--- config.mk ---
export PLATFORM = sky130hd
export DESIGN_NAME = imm_gen_stage
export DESIGN_NICKNAME = d
export VERILOG_FILES = /design/src/rtl/imm_gen_stage.sv
export SDC_FILE = /design/constraint.sdc
export NUM_CORES = 1
export LEC_CHECK = 0
export ABC_AREA = 1
export BUFFER_PORTS_ARGS = -buffer_cell sky130_fd_sc_hd__buf_4
export CORE_ASPECT_RATIO = 1.2
export CORE_UTILIZATION = 39
export CTS_BUF_LIST = sky130_fd_sc_hd__clkbuf_4
export DETAILED_ROUTE_END_ITERATION = 12
export GPL_TIMING_DRIVEN = 1
export PLACE_DENSITY_LB_ADDON = 0.2
export SETUP_SLACK_MARGIN = 0.4
export SYNTH_ARGS = -nofsm -noshare
export SYNTH_HDL_FRONTEND = slang
export SYNTH_SLANG_ARGS = --single-unit
--- constraint.sdc ---
create_clock -name clk -period 3.3 [get_ports clk]
set_input_delay 0.495 -clock clk [delete_from_list [all_inputs] [get_ports clk]]
set_output_delay 0.495 -clock clk [all_outputs]
set_load 0.005 [all_outputs]
--- src/rtl/imm_gen_stage.sv ---
// imm_gen_stage: decode-stage immediate generator with a registered
// valid/ready output stage backed by a one-entry skid register.
// Optional feature macro: IMMGEN_ILLEGAL_EN (adds out_err storage for unknown opcodes).
//
// Handshake: a transfer happens on a rising edge where valid && ready are both 1.
// in_ready comes from a register (it is !skid_valid) and never depends
// combinationally on out_ready. out_* hold steady while out_valid && !out_ready.
module imm_gen_stage #(
    parameter int XLEN  = 32,
    parameter int TAG_W = 32
) (
    input  logic             clk,
    input  logic             rst,
    input  logic             flush,
    input  logic             in_valid,
    output logic             in_ready,
    input  logic [31:0]      in_instr,
    input  logic [TAG_W-1:0] in_tag,
    output logic             out_valid,
    input  logic             out_ready,
    output logic [XLEN-1:0]  out_imm,
    output logic [2:0]       out_fmt,
    output logic [TAG_W-1:0] out_tag,
    output logic             out_err
);

    localparam logic [2:0] FMT_R = 3'd0;
    localparam logic [2:0] FMT_I = 3'd1;
    localparam logic [2:0] FMT_S = 3'd2;
    localparam logic [2:0] FMT_B = 3'd3;
    localparam logic [2:0] FMT_U = 3'd4;
    localparam logic [2:0] FMT_J = 3'd5;
    localparam logic [2:0] FMT_X = 3'd7;

    logic            w_sign;
    logic [2:0]      w_fmt;
    logic [XLEN-1:0] w_imm;

    logic             r_main_valid;
    logic [XLEN-1:0]  r_main_imm;
    logic [2:0]       r_main_fmt;
    logic [TAG_W-1:0] r_main_tag;
    logic             r_skid_valid;
    logic [XLEN-1:0]  r_skid_imm;
    logic [2:0]       r_skid_fmt;
    logic [TAG_W-1:0] r_skid_tag;
    logic             r_in_ready;

    logic w_accept;
    logic w_main_free;
    logic w_main_load_skid;
    logic w_main_load_in;
    logic w_skid_load;
    logic w_main_valid_nxt;
    logic w_skid_valid_nxt;

    assign w_sign = in_instr[31];

    // Classify the opcode and rebuild the sign-extended immediate.
    always_comb begin
        w_fmt = FMT_X;
        w_imm = '0;
        case (in_instr[6:0])
            7'b0110011: w_fmt = FMT_R;
            7'b0111011: if (XLEN == 64) w_fmt = FMT_R;
            7'b0000011, 7'b0010011, 7'b1100111, 7'b0001111, 7'b1110011: begin
                w_fmt = FMT_I;
                w_imm = {{(XLEN-11){w_sign}}, in_instr[30:20]};
            end
            7'b0011011: begin
                if (XLEN == 64) begin
                    w_fmt = FMT_I;
                    w_imm = {{(XLEN-11){w_sign}}, in_instr[30:20]};
                end
            end
            7'b0100011: begin
                w_fmt = FMT_S;
                w_imm = {{(XLEN-11){w_sign}}, in_instr[30:25], in_instr[11:7]};
            end
            7'b1100011: begin
                w_fmt = FMT_B;
                w_imm = {{(XLEN-12){w_sign}}, in_instr[7], in_instr[30:25], in_instr[11:8], 1'b0};
            end
            7'b0110111, 7'b0010111: begin
                w_fmt = FMT_U;
                w_imm = {{(XLEN-31){w_sign}}, in_instr[30:12], 12'b0};
            end
            7'b1101111: begin
                w_fmt = FMT_J;
                w_imm = {{(XLEN-20){w_sign}}, in_instr[19:12], in_instr[20], in_instr[30:21], 1'b0};
            end
            default: begin
                w_fmt = FMT_X;
                w_imm = '0;
            end
        endcase
    end

    // Steer entries between input, main and skid; the skid only fills while main is held.
    always_comb begin
        w_accept         = in_valid && r_in_ready;
        w_main_free      = !r_main_valid || out_ready;
        w_main_load_skid = w_main_free && r_skid_valid;
        w_main_load_in   = w_main_free && !r_skid_valid && w_accept;
        w_skid_load      = !w_main_free && w_accept;
        w_main_valid_nxt = w_main_free ? (r_skid_valid || w_accept) : 1'b1;
        w_skid_valid_nxt = w_main_free ? 1'b0 : (r_skid_valid || w_accept);
    end

`ifdef IMMGEN_ILLEGAL_EN
    logic w_err;
    logic r_main_err;
    logic r_skid_err;
    assign w_err   = (w_fmt == FMT_X);
    assign out_err = r_main_err;
`else
    assign out_err = 1'b0;
`endif

    // Pipeline registers: reset and flush discard everything, otherwise move entries in order.
    always_ff @(posedge clk) begin
        if (rst) begin
            r_main_valid <= 1'b0;
            r_main_imm   <= '0;
            r_main_fmt   <= '0;
            r_main_tag   <= '0;
            r_skid_valid <= 1'b0;
            r_skid_imm   <= '0;
            r_skid_fmt   <= '0;
            r_skid_tag   <= '0;
            r_in_ready   <= 1'b0;
`ifdef IMMGEN_ILLEGAL_EN
            r_main_err   <= 1'b0;
            r_skid_err   <= 1'b0;
`endif
        end else if (flush) begin
            r_main_valid <= 1'b0;
            r_skid_valid <= 1'b0;
            r_in_ready   <= 1'b1;
        end else begin
            r_main_valid <= w_main_valid_nxt;
            r_skid_valid <= w_skid_valid_nxt;
            r_in_ready   <= !w_skid_valid_nxt;
            if (w_main_load_skid) begin
                r_main_imm <= r_skid_imm;
                r_main_fmt <= r_skid_fmt;
                r_main_tag <= r_skid_tag;
`ifdef IMMGEN_ILLEGAL_EN
                r_main_err <= r_skid_err;
`endif
            end else if (w_main_load_in) begin
                r_main_imm <= w_imm;
                r_main_fmt <= w_fmt;
                r_main_tag <= in_tag;
`ifdef IMMGEN_ILLEGAL_EN
                r_main_err <= w_err;
`endif
            end
            if (w_skid_load) begin
                r_skid_imm <= w_imm;
                r_skid_fmt <= w_fmt;
                r_skid_tag <= in_tag;
`ifdef IMMGEN_ILLEGAL_EN
                r_skid_err <= w_err;
`endif
            end
        end
    end

    assign in_ready  = r_in_ready;
    assign out_valid = r_main_valid;
    assign out_imm   = r_main_imm;
    assign out_fmt   = r_main_fmt;
    assign out_tag   = r_main_tag;

endmodule

# After elaboration in Yosys (flattened, before gate mapping)

Index checks and enable logic that the tools add are counted.

Bits in registers: 137
Bits of input ports: 69
Logic and storage cells: 49
Output and inout port bits: 70

Mux-type cells: 11
Equality and inequality tests: 11
Reductions and logical operators: 17
Bitwise operators: 1

Operators by type and width:

| operator             | number |
|---|---|
| $pmux W32 S5         | 1 |
| $mux W32             | 4 |
| $eq A7 B7 Y1 const B | 4 |
| $eq A7 B6 Y1 const B | 3 |
| $pmux W3 S6          | 1 |
| $eq A7 B5 Y1 const B | 2 |
| $eq A7 B2 Y1 const B | 1 |
| $eq A7 B4 Y1 const B | 1 |
| $mux W3              | 2 |
| $logic_and A1 B1 Y1  | 5 |
| $reduce_or A5 Y1     | 1 |
| $logic_not A1 Y1     | 4 |
| $reduce_and A2 Y1    | 2 |
| $reduce_or A2 Y1     | 2 |
| $mux W1              | 3 |
| $logic_or A1 B1 Y1   | 2 |
| $reduce_bool A2 Y1   | 1 |
| $not A1 Y1           | 1 |

# Depth between registers and ports, before layout

Gate-level depths: netlist of run 1.

Word-level depth: 6
Mapped depth: 11

# Least setup slack after synthesis of run 1

No wires, ideal clock.

Path type: in2reg
From: input out_ready
To: register r_skid_tag[22]
Setup time: 0.116 ns
Arrival: 1.414 ns
Data required time: 3.184 ns
Setup slack: 1.770 ns
Stages: 8
Cells stage by stage: nor2_4 -> inv_2 -> nor3_4 -> inv_2 -> buf_2 -> buf_2 -> nor2_1 -> nor2_1

Longest elaborated chain between the ends: 4

RTL lines:

| item                               | RTL line | RTL |
|---|---|---|
| from (decl)                        | 20       | `input logic out_ready,` |
| $logic_or A1 B1 Y1                 | 102      | `w_main_free = !r_main_valid \|\| out_ready;` |
| $logic_not A1 Y1                   | 105      | `w_skid_load = !w_main_free && w_accept;` |
| $logic_and A1 B1 Y1                | 105      |  |
| $reduce_and A2 Y1 (no source line) | --       |  |
| to (signal assigned)               | 162      | `r_skid_tag <= in_tag;` |
| to (decl)                          | 46       | `logic [TAG_W-1:0] r_skid_tag;` |

Every way passes these cells.
A chain may end at the register's enable or synchronous reset.

# Final worst setup path of run 1

From: register r_main_valid, in the netlist out_valid
To: register r_skid_tag[27]

Longest elaborated chain between the ends: 5

RTL lines:

| item                               | RTL line | RTL |
|---|---|---|
| from (decl)                        | 39       | `logic r_main_valid;` |
| from (signal assigned)             | 141      | `r_main_valid <= w_main_valid_nxt;` |
| $logic_not A1 Y1                   | 102      |  |
| $logic_or A1 B1 Y1                 | 102      |  |
| $logic_not A1 Y1                   | 105      |  |
| $logic_and A1 B1 Y1                | 105      |  |
| $reduce_and A2 Y1 (no source line) | --       |  |

Every way passes these cells.

==> results of run 1 <==
[worst max path at each step]
stage | startpoint | endpoint | slack (ns) | cells past startpoint
floorplan | out_ready | r_skid_tag[22] | 1.77 | 8
global placement | out_ready | r_skid_tag[28] | 1.01 | 7
detailed placement | out_ready | r_skid_tag[27] | 0.94 | 7
CTS | out_valid | r_skid_tag[27] | 1.13 | 7
global route | out_valid | r_skid_tag[28] | 0.99 | 7
finish | out_valid | r_skid_tag[27] | 1.15 | 7
[per-stage QoR]
stage	power, W	instance area [sq um]
after floorplan	0.00190	6360
after CTS	0.00304	7650
after detailed placement	0.00208	7430
after global placement	0.00208	7430
after global routing	0.00315	7660
final	0.00299	7660
[per-layer routing]
metal / vias up / track usage (%)
met4: 0 / 5.66
met2: 150 / 31.4
li1: 3094 / -
met5: - / 0
met1: 2694 / 26.8
met3: 19 / 5.14
[Yosys cell counts, types with 7 or more instances]
library cell / count / area (sq um)
sky130_fd_sc_hd__dfxtp_1: 137 / 2740
sky130_fd_sc_hd__nand2_1: 110 / 413
sky130_fd_sc_hd__o21ai_0: 108 / 541
sky130_fd_sc_hd__nor2_1: 81 / 304
sky130_fd_sc_hd__nand3_1: 79 / 395
sky130_fd_sc_hd__inv_1: 64 / 240
sky130_fd_sc_hd__a21oi_1: 41 / 205
sky130_fd_sc_hd__o211ai_1: 35 / 263
sky130_fd_sc_hd__a31oi_1: 32 / 200
sky130_fd_sc_hd__or2_2: 30 / 188
sky130_fd_sc_hd__nand4_1: 29 / 181
sky130_fd_sc_hd__clkbuf_1: 28 / 105
sky130_fd_sc_hd__buf_2: 24 / 120
sky130_fd_sc_hd__nand2_2: 7 / 43.8
[area by class of cell]
cell class              instances  area share [%]
repair buffers                149            14.9
diodes                          1          0.0327
inverters                      72            3.64
clock buffers                  18            1.77
multi-input cells             578            39.3
clock inverters                13            1.14
well taps                     208            3.40
flip-flops and latches        137            35.8
[cells by family (layout without fill, tap and decap cells)]
family / after synthesis / in the layout / share of synthesized area (%)
compound gates: 226 / 226 / 20.4
other cells: 1 / 2 / 0.0590
flops: 137 / 137 / 43.1
simple gates: 351 / 351 / 26.7
buf+inv: 137 / 252 / 9.68
[flip-flops by register name, indices dropped and copies added (netlist names), 3 cells and up]
signal / cells
r_skid_imm: 32
r_skid_tag: 32
out_imm: 32
out_fmt: 3
r_skid_fmt: 3
out_tag: 32
[critical path, stage by stage, from the launching register on]
cell and delay [ns]:
sky130_fd_sc_hd__dfxtp_1 0.38, sky130_fd_sc_hd__inv_1 0.08, sky130_fd_sc_hd__nor2_4 0.12, sky130_fd_sc_hd__inv_2 0.18
sky130_fd_sc_hd__nor3_4 0.48, sky130_fd_sc_hd__inv_2 0.43, sky130_fd_sc_hd__o21ai_0 0.29, sky130_fd_sc_hd__a21oi_1 0.06
[cell usage in the layout, fill, tap and decap left out, types with 2 or more instances in the layout]
master and n:
sky130_fd_sc_hd__buf_4 147, sky130_fd_sc_hd__dfxtp_1 137, sky130_fd_sc_hd__nand2_1 109, sky130_fd_sc_hd__o21ai_0 108
sky130_fd_sc_hd__nor2_1 81, sky130_fd_sc_hd__nand3_1 79, sky130_fd_sc_hd__inv_1 63, sky130_fd_sc_hd__a21oi_1 41
sky130_fd_sc_hd__o211ai_1 35, sky130_fd_sc_hd__a31oi_1 32, sky130_fd_sc_hd__or2_2 30, sky130_fd_sc_hd__nand4_1 29
sky130_fd_sc_hd__clkbuf_4 18, sky130_fd_sc_hd__nand2_2 8, sky130_fd_sc_hd__clkinv_2 7, sky130_fd_sc_hd__inv_2 6
sky130_fd_sc_hd__clkinv_1 6, sky130_fd_sc_hd__a21oi_2 6, sky130_fd_sc_hd__nor2_4 4, sky130_fd_sc_hd__nand2_4 4
sky130_fd_sc_hd__nand3_2 2, sky130_fd_sc_hd__buf_12 2
[power by group through the flow]
stage	Combinational (W)	Sequential (W)	Clock (W)
2_1_floorplan	0.000141	0.00176	0
3_3_place_gp	0.000318	0.00177	0
3_5_place_dp	0.000318	0.00176	0
4_1_cts	0.000320	0.00173	0.000987
5_1_grt	0.000351	0.00173	0.00106
6_report	0.000316	0.00173	0.000948
==> results.md, run 1 <==
* Run status: finished clean
* Multi-input gate area at 3010 sq um
* Worst EP arrival at 2.55 ns
* Int Pwr at 0.00221 W
* Overall Global Routing Usage at 19.9%
* Clock transition at the registers of the reported paths at 0.11 ns
* Number of hold violations in the final report at 0
* Critical Path Sink Type: register
* M1 WL at 7980 um
* Global route overflow at 0
* Prevailing post-synth register cell: sky130_fd_sc_hd__dfxtp_1
* Post-route antenna net violation count at 0
* Met2 wire length at about 7500 um
* RSZ-0062 raised after global routing: false
* Yosys warning total at 0
* Fraction of layout instances using a drive strength above 1 at 25.0%
* Count of instances resized after the clock tree is built at 0
* Reg2reg start: out_valid
* VDD IR-drop max at 0.177 mV
* Number of cell instances on the worst register-to-register path at 7
* Fin nets at approximately 1000
* Number of CTS-inserted buffers at 17
* Synth-to-Final Area Change at 20.4%
* Worst min-delay path startpoint: rst
* Layout Cells excl Fill at 1176
* Post-DP HPWL at 10700 um
* Worst hold path depth at 2
* Worst slew slack as a fraction of its limit at 54.2%
* Count of input and output buffers at approximately 140
* Worst hold-check slack at 0.153 ns
* Wire length of the first global-routing pass at 26900 um
* Share of the core filled with cells in the final layout at 48.6%
* Routability-driven placement congestion ratio at 0.782
* Clk pwr share at 31.7%
* Top metal layer carrying routed signals: met4
* Synthesized Nets at 921
* Switching power at 0.000778 W
* Share of power burned in combinational logic at 10.6%
* Die outline width at 119 um
* Core area at 15800 sq um
* Register cell area after layout at 2740 sq um
* Number of inserted filler cells in the final layout at 1668
* P_leak at approximately 3.6 nW
* Height of the die at 142 um
* Worst hold endpoint: out_valid
* Worst setup timing slack at the placement stage at 0.942 ns
* Initial antenna violation count at 1
* MaxCap Viol Count at 0
* Length of routed met3 wiring at between 900 and 1000 um
* Bufs on Longest Clock Path at 2
* Routed wire per std cell at approximately 14 um
* Number of global-route vias before repair at 5330
* Endpoints failing setup at 0
* Min Tclk post-route at 2.15 ns
* Total Neg Setup Slack at 0 ns
* Syn avg cell area at 7.47 sq um
* CTS H-Tree Depth at 4
* Clk root buf: sky130_fd_sc_hd__clkbuf_4
* DRC errors left at 0
* Hold_buf cts at 0
* Largest driver fanout on the critical path at 38
* Total vias in the final route at 5957
* DR pass1 iterations at 5
* Share of flip-flops with an asynchronous set or reset at 0%
* Average vias per placed instance at 5.07
* Final critical-path setup slack at roughly 1.2 ns
* Setup fix buffers added after clock tree synthesis at 0
* Initial core utilization at 40.3%
* Period Utilization, post-route at between 60 and 70%
* Final routed wirelength across all metal layers at approximately 17000 um
* Power per Cell Area at 391 nW/um^2
* Worst setup skew after layout at about 0.012 ns
* Worst reg-to-reg setup slack at 1.15 ns
* Count of standard-cell rows at 50
* I/O pin cnt at roughly 140
* Count of different cell masters after synthesis at 34
* Type of the tightest min-delay check: primary input to register
* Clock tree from TritonCTS: done
* Synthesized netlist cell count at about 850
* Die ar. at 16800 sq um
* # placed instances at 1144
* Clock sinks at 137
* Largest net degree at the start of global routing at 85
* Count of flip-flops with a built-in enable after synthesis at 0
* Endpoint required time on the critical path at 3.70 ns
* Number of register bits inferred by synthesis at 137
* Post-Synthesis Cell Area at 6360 sq um
* Slew at the pin closest to its max-slew limit at 0.686 ns
* Violation count after the first detailed-routing iteration at 380
* Switching portion of total power at 26.0%
* Reg-to-reg critical path endpoint: r_skid_tag[27]
* Sequential element share of the synthesized area at 43.1%
* Final Max Slew Viols at 0
* Critical path launch point type: register
* Clock latency on the worst-skew pair at 0.53 ns
* Share of power burned in registers at 57.7%
* Critical path start-end classification: register to register
* Highest attainable clock frequency at roughly 470 MHz
Power figures use the tool's default switching activity.
==> run 2, diff against run 1 <==
clock period = 2.1 ns   (was 3.3 ns; I/O delays follow)
==> run 2 against run 1 <==
- clock power is 68% higher
- clock-buffer cell count is 1 higher
- global-route usage is 0.91 points higher
- sequential cell count stayed put
- clock skew is 0.0041 ns higher
- sequential power is 57% higher
- die area stayed put
- combinational power is 84% higher
- critical endpoint is now out_tag[10]
- highest routed layer unchanged
==> results.md, run 2 (synthesis results as in run 1) <==
* Run status: finished clean
* Fin nets at 1066 (+4.1%)
* Post-route antenna net violation count at 0 (unchanged)
* Final routed wirelength across all metal layers at 18300 um (+9.8%)
* # placed instances at 1147 (+0.26%)
* Die outline width at 119 um (unchanged)
* Type of the tightest min-delay check: primary input to register
* Overall Global Routing Usage at 20.8% (+0.91 points)
* Critical Path Sink Type: register
* Count of input and output buffers at 137 (unchanged)
* P_leak at 3.83 nW (+6.2%)
* Worst setup skew after layout at 0.0162 ns (+0.00408 ns)
* RSZ-0062 raised after global routing: true
* Initial core utilization at 40.3% (unchanged)
* Average vias per placed instance at 5.15 (+1.7%)
* Min Tclk post-route at 1.60 ns (-0.550 ns)
* MaxCap Viol Count at 0 (unchanged)
* Clock tree from TritonCTS: done
* Layout Cells excl Fill at 1219 (+3.7%)
* Clk root buf: sky130_fd_sc_hd__clkbuf_4
* Bufs on Longest Clock Path at 2 (unchanged)
* Final critical-path setup slack at 0.503 ns (-0.650 ns)
* Largest driver fanout on the critical path at 36 (-5.3%)
* Violation count after the first detailed-routing iteration at 336 (-12%)
* Clock latency on the worst-skew pair at 0.54 ns (about the same)
* Total Neg Setup Slack at 0 ns (unchanged)
* Number of inserted filler cells in the final layout at 1599 (-4.1%)
* Number of hold violations in the final report at 0 (unchanged)
* Power per Cell Area at 598 nW/um^2 (+53%)
* Clock sinks at 137 (unchanged)
* Clock transition at the registers of the reported paths at 0.11 ns (about the same)
* Critical path launch point type: register
* Wire length of the first global-routing pass at 28400 um (+5.8%)
* Initial antenna violation count at 1 (unchanged)
* Highest attainable clock frequency at 626 MHz (+34%)
* Endpoint required time on the critical path at 2.52 ns (-1.18 ns)
* Routability-driven placement congestion ratio at 0.859 (+9.8%)
* Core area at 15800 sq um (unchanged)
* Total vias in the final route at 6280 (+5.4%)
* DR pass1 iterations at 5 (unchanged)
* Worst setup timing slack at the placement stage at 0.339 ns (-0.603 ns)
* Fraction of layout instances using a drive strength above 1 at 25.3% (+0.32 points)
* Synth-to-Final Area Change at 28.5%
* CTS H-Tree Depth at 4 (unchanged)
* Number of global-route vias before repair at 5778 (+8.4%)
* VDD IR-drop max at 0.332 mV (+88%)
* Worst EP arrival at 2.02 ns (-0.53 ns)
* Commonest non-fill, non-tap cell in the layout: sky130_fd_sc_hd__buf_4
* Largest net degree at the start of global routing at 75 (-12%)
* Count of standard-cell rows at 50 (unchanged)
* Routed wire per std cell at 15.0 um (+6.0%)
* Endpoints failing setup at 0 (unchanged)
* Die ar. at 16800 sq um (unchanged)
* Post-DP HPWL at 10800 um (+1.2%)
* Multi-input gate area at 3010 sq um (unchanged)
* Final Max Slew Viols at 0 (unchanged)
* DRC errors left at 0 (unchanged)
* Global route overflow at 0 (unchanged)
* Register cell area after layout at 2740 sq um (about the same)
* Height of the die at 142 um (unchanged)
* Number of CTS-inserted buffers at 17 (unchanged)
* I/O pin cnt at 139 (unchanged)
* Critical path start-end classification: register to register
* Commonest non-fill, non-tap cells in the layout: 150 x sky130_fd_sc_hd__buf_4, 136 x sky130_fd_sc_hd__dfxtp_1, 109 x sky130_fd_sc_hd__nand2_1
* Period Utilization, post-route at 76.0% (+11 points)
-- run 2: final timing paths --
kind / slack (ns) / from / to / cells after the start
worst max register to register: 0.50 / r_skid_valid / out_tag[10] / 7
worst min-delay path: 0.06 / in_tag[27] / out_tag[27] / 3
worst max-delay path: 0.50 / r_skid_valid / out_tag[10] / 7
worst min register to register: 0.45 / r_skid_tag[28] / r_skid_tag[28] / 2
-- run 2: cell type report --
cell class	instances	area share [%]
Clock buffer	19	1.75
Timing Repair Buffer	191	20.0
Tap cell	208	3.18
Multi-Input combinational cell	578	36.8
Antenna cell	1	0.0306
Sequential cell	137	33.6
Inverter	72	3.44
Clock inverter	13	1.27
-- run 2: stage by stage --
step | instance area, sq um | utilization, % | hold WS [ns] | total power (W)
detailed placement | 7490 | 47.5 | 0.438 | 0.00329
CTS | 8060 | 51.1 | 0.00204 | 0.00493
floorplan | 6360 | - | 0.387 | 0.00299
finish | 8170 | 51.8 | 0.0563 | 0.00489
global route | 8170 | 51.8 | 0.0301 | 0.00511
global placement | 7490 | 47.5 | 0.431 | 0.00328
-- run 2: repair_timing --
action                     CTS  global route
setup endpoints to repair    0            70
hold buffers                32             0
resized for setup            0             4
buffers inserted             0             4
hold endpoints to repair    51             0
-- run 2: power by group --
part / internal [W] / total, W / switching, W
clock network: 0.000603 / 0.00159 / 0.000987
registers: 0.00267 / 0.00271 / 0.0000404
logic: 0.000302 / 0.000581 / 0.000279
-- run 2: per-layer routing --
metal	routed length [um]	vias to the layer above	track usage, %	part of all wire, %
met5	0	-	0	0
met2	8880	153	34.8	49
li1	-	3183	-	-
met3	933	13	4.94	5.1
met4	153	0	6.06	0.84
met1	8300	2931	26.6	45
-- run 2: worst max-delay path, stage by stage (launching register included) --
cell                        delay (ns)
sky130_fd_sc_hd__dfxtp_2          0.41
sky130_fd_sc_hd__inv_8            0.11
sky130_fd_sc_hd__a21oi_1          0.18
sky130_fd_sc_hd__inv_2            0.07
sky130_fd_sc_hd__nor2_4           0.23
sky130_fd_sc_hd__buf_4            0.17
sky130_fd_sc_hd__clkbuf_16        0.21
sky130_fd_sc_hd__a31oi_1          0.11
==> run 3, diff against run 2 <==
clock period = 1.6 ns   (was 2.1 ns; I/O delays follow)
==> run 3 against run 2 <==
- the run now ends with setup timing left
- clock skew is 0.0035 ns higher
- cell count is 6.0% higher
- routed wire length is 26% higher
- combinational power is 110% higher
- non-clock buffer count is 73 higher
- global-route usage is 4.1 points higher
- clock-buffer cell count is 2 lower
- worst hold slack better by 0.0091 ns
- sequential cell count stayed put
- worst setup slack worse by 0.52 ns
- sequential share of layout area is 6.6 points lower
- first-iteration DRC count is 95% higher
==> results.md, run 3 (synthesis results as in run 1) <==
* Reg-to-reg critical path endpoint: out_tag[6]
* # placed instances at 1156 (+0.78%)
* Violation count after the first detailed-routing iteration at 655 (+95%)
* Critical path start-end classification: register to register
* Layout Cells excl Fill at 1292 (+6.0%)
* Reg2reg start: in_ready
* Overall Global Routing Usage at 24.9% (+4.1 points)
* Routability-driven placement congestion ratio at 0.804 (-6.5%)
* Number of CTS-inserted buffers at 17 (unchanged)
* Worst hold endpoint: r_skid_imm[15]
* P_leak at 4.63 nW (+21%)
* Worst reg-to-reg setup slack at -0.02 ns (-0.52 ns)
* Height of the die at 142 um (unchanged)
* Failing checks: setup timing
* Final routed wirelength across all metal layers at 23000 um (+26%)
* Clock latency on the worst-skew pair at 0.54 ns (about the same)
* Post-Layout Inst Area at 10500 sq um (+29%)
* Clk root buf: sky130_fd_sc_hd__clkbuf_4
* Commonest non-fill, non-tap cells in the layout: 105 x sky130_fd_sc_hd__nand2_1, 100 x sky130_fd_sc_hd__buf_4, 76 x sky130_fd_sc_hd__nor2_1
* Wire length of the first global-routing pass at 33200 um (+17%)
* Largest net degree at the start of global routing at 49 (-35%)
* Endpoint required time on the critical path at 2.06 ns (-0.46 ns)
* Fin nets at 1139 (+6.8%)
* MaxCap Viol Count at 0 (unchanged)
* Critical Path Sink Type: register
* DRC errors left at 0 (unchanged)
* VDD IR-drop max at 0.464 mV (+40%)
* Global route overflow at 0 (unchanged)
* Commonest non-fill, non-tap cell in the layout: sky130_fd_sc_hd__nand2_1
* DR pass1 iterations at 5 (unchanged)
* CTS H-Tree Depth at 4 (unchanged)
* Power per Cell Area at 712 nW/um^2 (+19%)
* Clock transition at the registers of the reported paths at 0.13 ns (+0.02 ns)
* Clock sinks at 137 (unchanged)
* Count of standard-cell rows at 50 (unchanged)
* I/O pin cnt at 139 (unchanged)
* Routed wire per std cell at 17.8 um (+19%)
* Total vias in the final route at 6884 (+9.6%)
* Number of inserted filler cells in the final layout at 1291 (-19%)
* Number of cell instances on the worst register-to-register path at 9 (+2)
* Post-route antenna net violation count at 0 (unchanged)
* RSZ-0062 raised after global routing: true
* Fraction of layout instances using a drive strength above 1 at 44.9% (+20 points)
* Worst setup skew after layout at 0.0197 ns (+0.00355 ns)
* Final Max Slew Viols at 0 (unchanged)
* Critical path launch point type: register
* Largest driver fanout on the critical path at 6 (-83%)
* Worst min-delay path startpoint: in_instr[15]
* Bufs on Longest Clock Path at 2 (unchanged)
* Number of hold violations in the final report at 0 (unchanged)
* Highest attainable clock frequency at 618 MHz (-1.4%)
* Number of global-route vias before repair at 6345 (+9.8%)
* Initial antenna violation count at 1 (unchanged)
* Area post-placement at 7810 sq um (+4.3%)
* Count of input and output buffers at 137 (unchanged)
* Run status: complete, but fails checks
* Worst EP arrival at 2.08 ns (+0.06 ns)
* Post-DP HPWL at 11100 um (+2.2%)
* Final critical-path setup slack at -0.0193 ns (-0.522 ns)
* Period Utilization, post-route at 101% (+25 points)
* Clock tree from TritonCTS: done
* Die outline width at 119 um (unchanged)
* Die ar. at 16800 sq um (unchanged)
* Type of the tightest min-delay check: primary input to register
* Min Tclk post-route at 1.62 ns (+0.0223 ns)
* Synth-to-Final Area Change at 65.3%
* Initial core utilization at 40.3% (unchanged)
* Average vias per placed instance at 5.33 (+3.4%)
* Endpoints failing setup at 1 (+1)
* Core area at 15800 sq um (unchanged)
* Worst hold path depth at 5 (+2)
run 3: cell count changes in the layout (fill, tap and decap cells not counted), sizes merged:
cell,previous run,this run
clkinvlp,1,3
buf,156,218
dlygate4sd3,32,34
clkbuf,22,29
clkinv,11,9
bufinv,1,5
inv,72,70
run 3: metal layers:
layer | GRT usage [%] | vias up | wire length [um]
met5 | 0 | - | 0
met4 | 7.53 | 0 | 675
met3 | 4.82 | 46 | 1070
met2 | 42.9 | 261 | 11400
met1 | 31.4 | 3231 | 9770
li1 | - | 3346 | -
run 3: critical path, stage by stage (launching register included):
cell                      delay (ns)
sky130_fd_sc_hd__dfxtp_2        0.38
sky130_fd_sc_hd__nand2_4        0.07
sky130_fd_sc_hd__a21oi_2        0.13
sky130_fd_sc_hd__inv_2          0.06
sky130_fd_sc_hd__nor2_4         0.17
sky130_fd_sc_hd__buf_12         0.18
sky130_fd_sc_hd__buf_12         0.12
sky130_fd_sc_hd__buf_16         0.11
sky130_fd_sc_hd__o21ai_0        0.12
sky130_fd_sc_hd__a31oi_1        0.20
run 3: how the worst max path moves through the flow:
stage | startpoint | end
2_1_floorplan | out_valid | r_skid_imm[20]
3_3_place_gp | in_instr[3] | out_imm[3]
3_5_place_dp | in_instr[3] | out_imm[4]
4_1_cts | out_valid | r_skid_tag[30]
5_1_grt | in_ready | out_tag[6]
6_report | in_ready | out_tag[6]
run 3: cell type report:
| cell class | instances | area, sq um | area share (%) |
|---|---|---|---|
| Multi-Input combinational cell | 578 | 3500 | 33.3 |
| Clock inverter | 15 | 206 | 1.96 |
| Tap cell | 208 | 260 | 2.48 |
| Timing Repair Buffer | 264 | 3270 | 31.1 |
| Sequential cell | 137 | 2830 | 26.9 |
| Antenna cell | 1 | 2.50 | 0.0238 |
| Clock buffer | 17 | 128 | 1.21 |
| Inverter | 72 | 318 | 3.02 |
run 3: repair_timing:
item / 4_1_cts / 5_1_grt
setup endpoints to repair: 203 / 203
cloned: 18 / 14
pin swaps: 10 / 7
resized for setup: 196 / 74
setup buffers: 24 / 13
hold endpoints to repair: 67 / 0
hold buffers: 34 / 0
run 3: stage by stage:
step	hold WS, ns	setup WS, ns	total power, W	TNS, ns	utilization (%)
6_report	0.0654	-0.0193	0.00749	-0.0193	66.7
5_1_grt	0.0391	-0.0766	0.00778	-0.209	66.7
4_1_cts	0.0244	0.0937	0.00740	0	61.8
3_5_place_dp	0.438	0.0326	0.00437	0	49.5
3_3_place_gp	0.432	0.0293	0.00437	0	49.5
2_1_floorplan	0.305	0.240	0.00398	0	-
run 3: power by group:
group	total (W)	switching, W	internal [W]
Sequential	0.00360	0.0000706	0.00353
Clock	0.00269	0.00132	0.00137
Combinational	0.00120	0.000520	0.000682
Total	0.00749	0.00191	0.00558
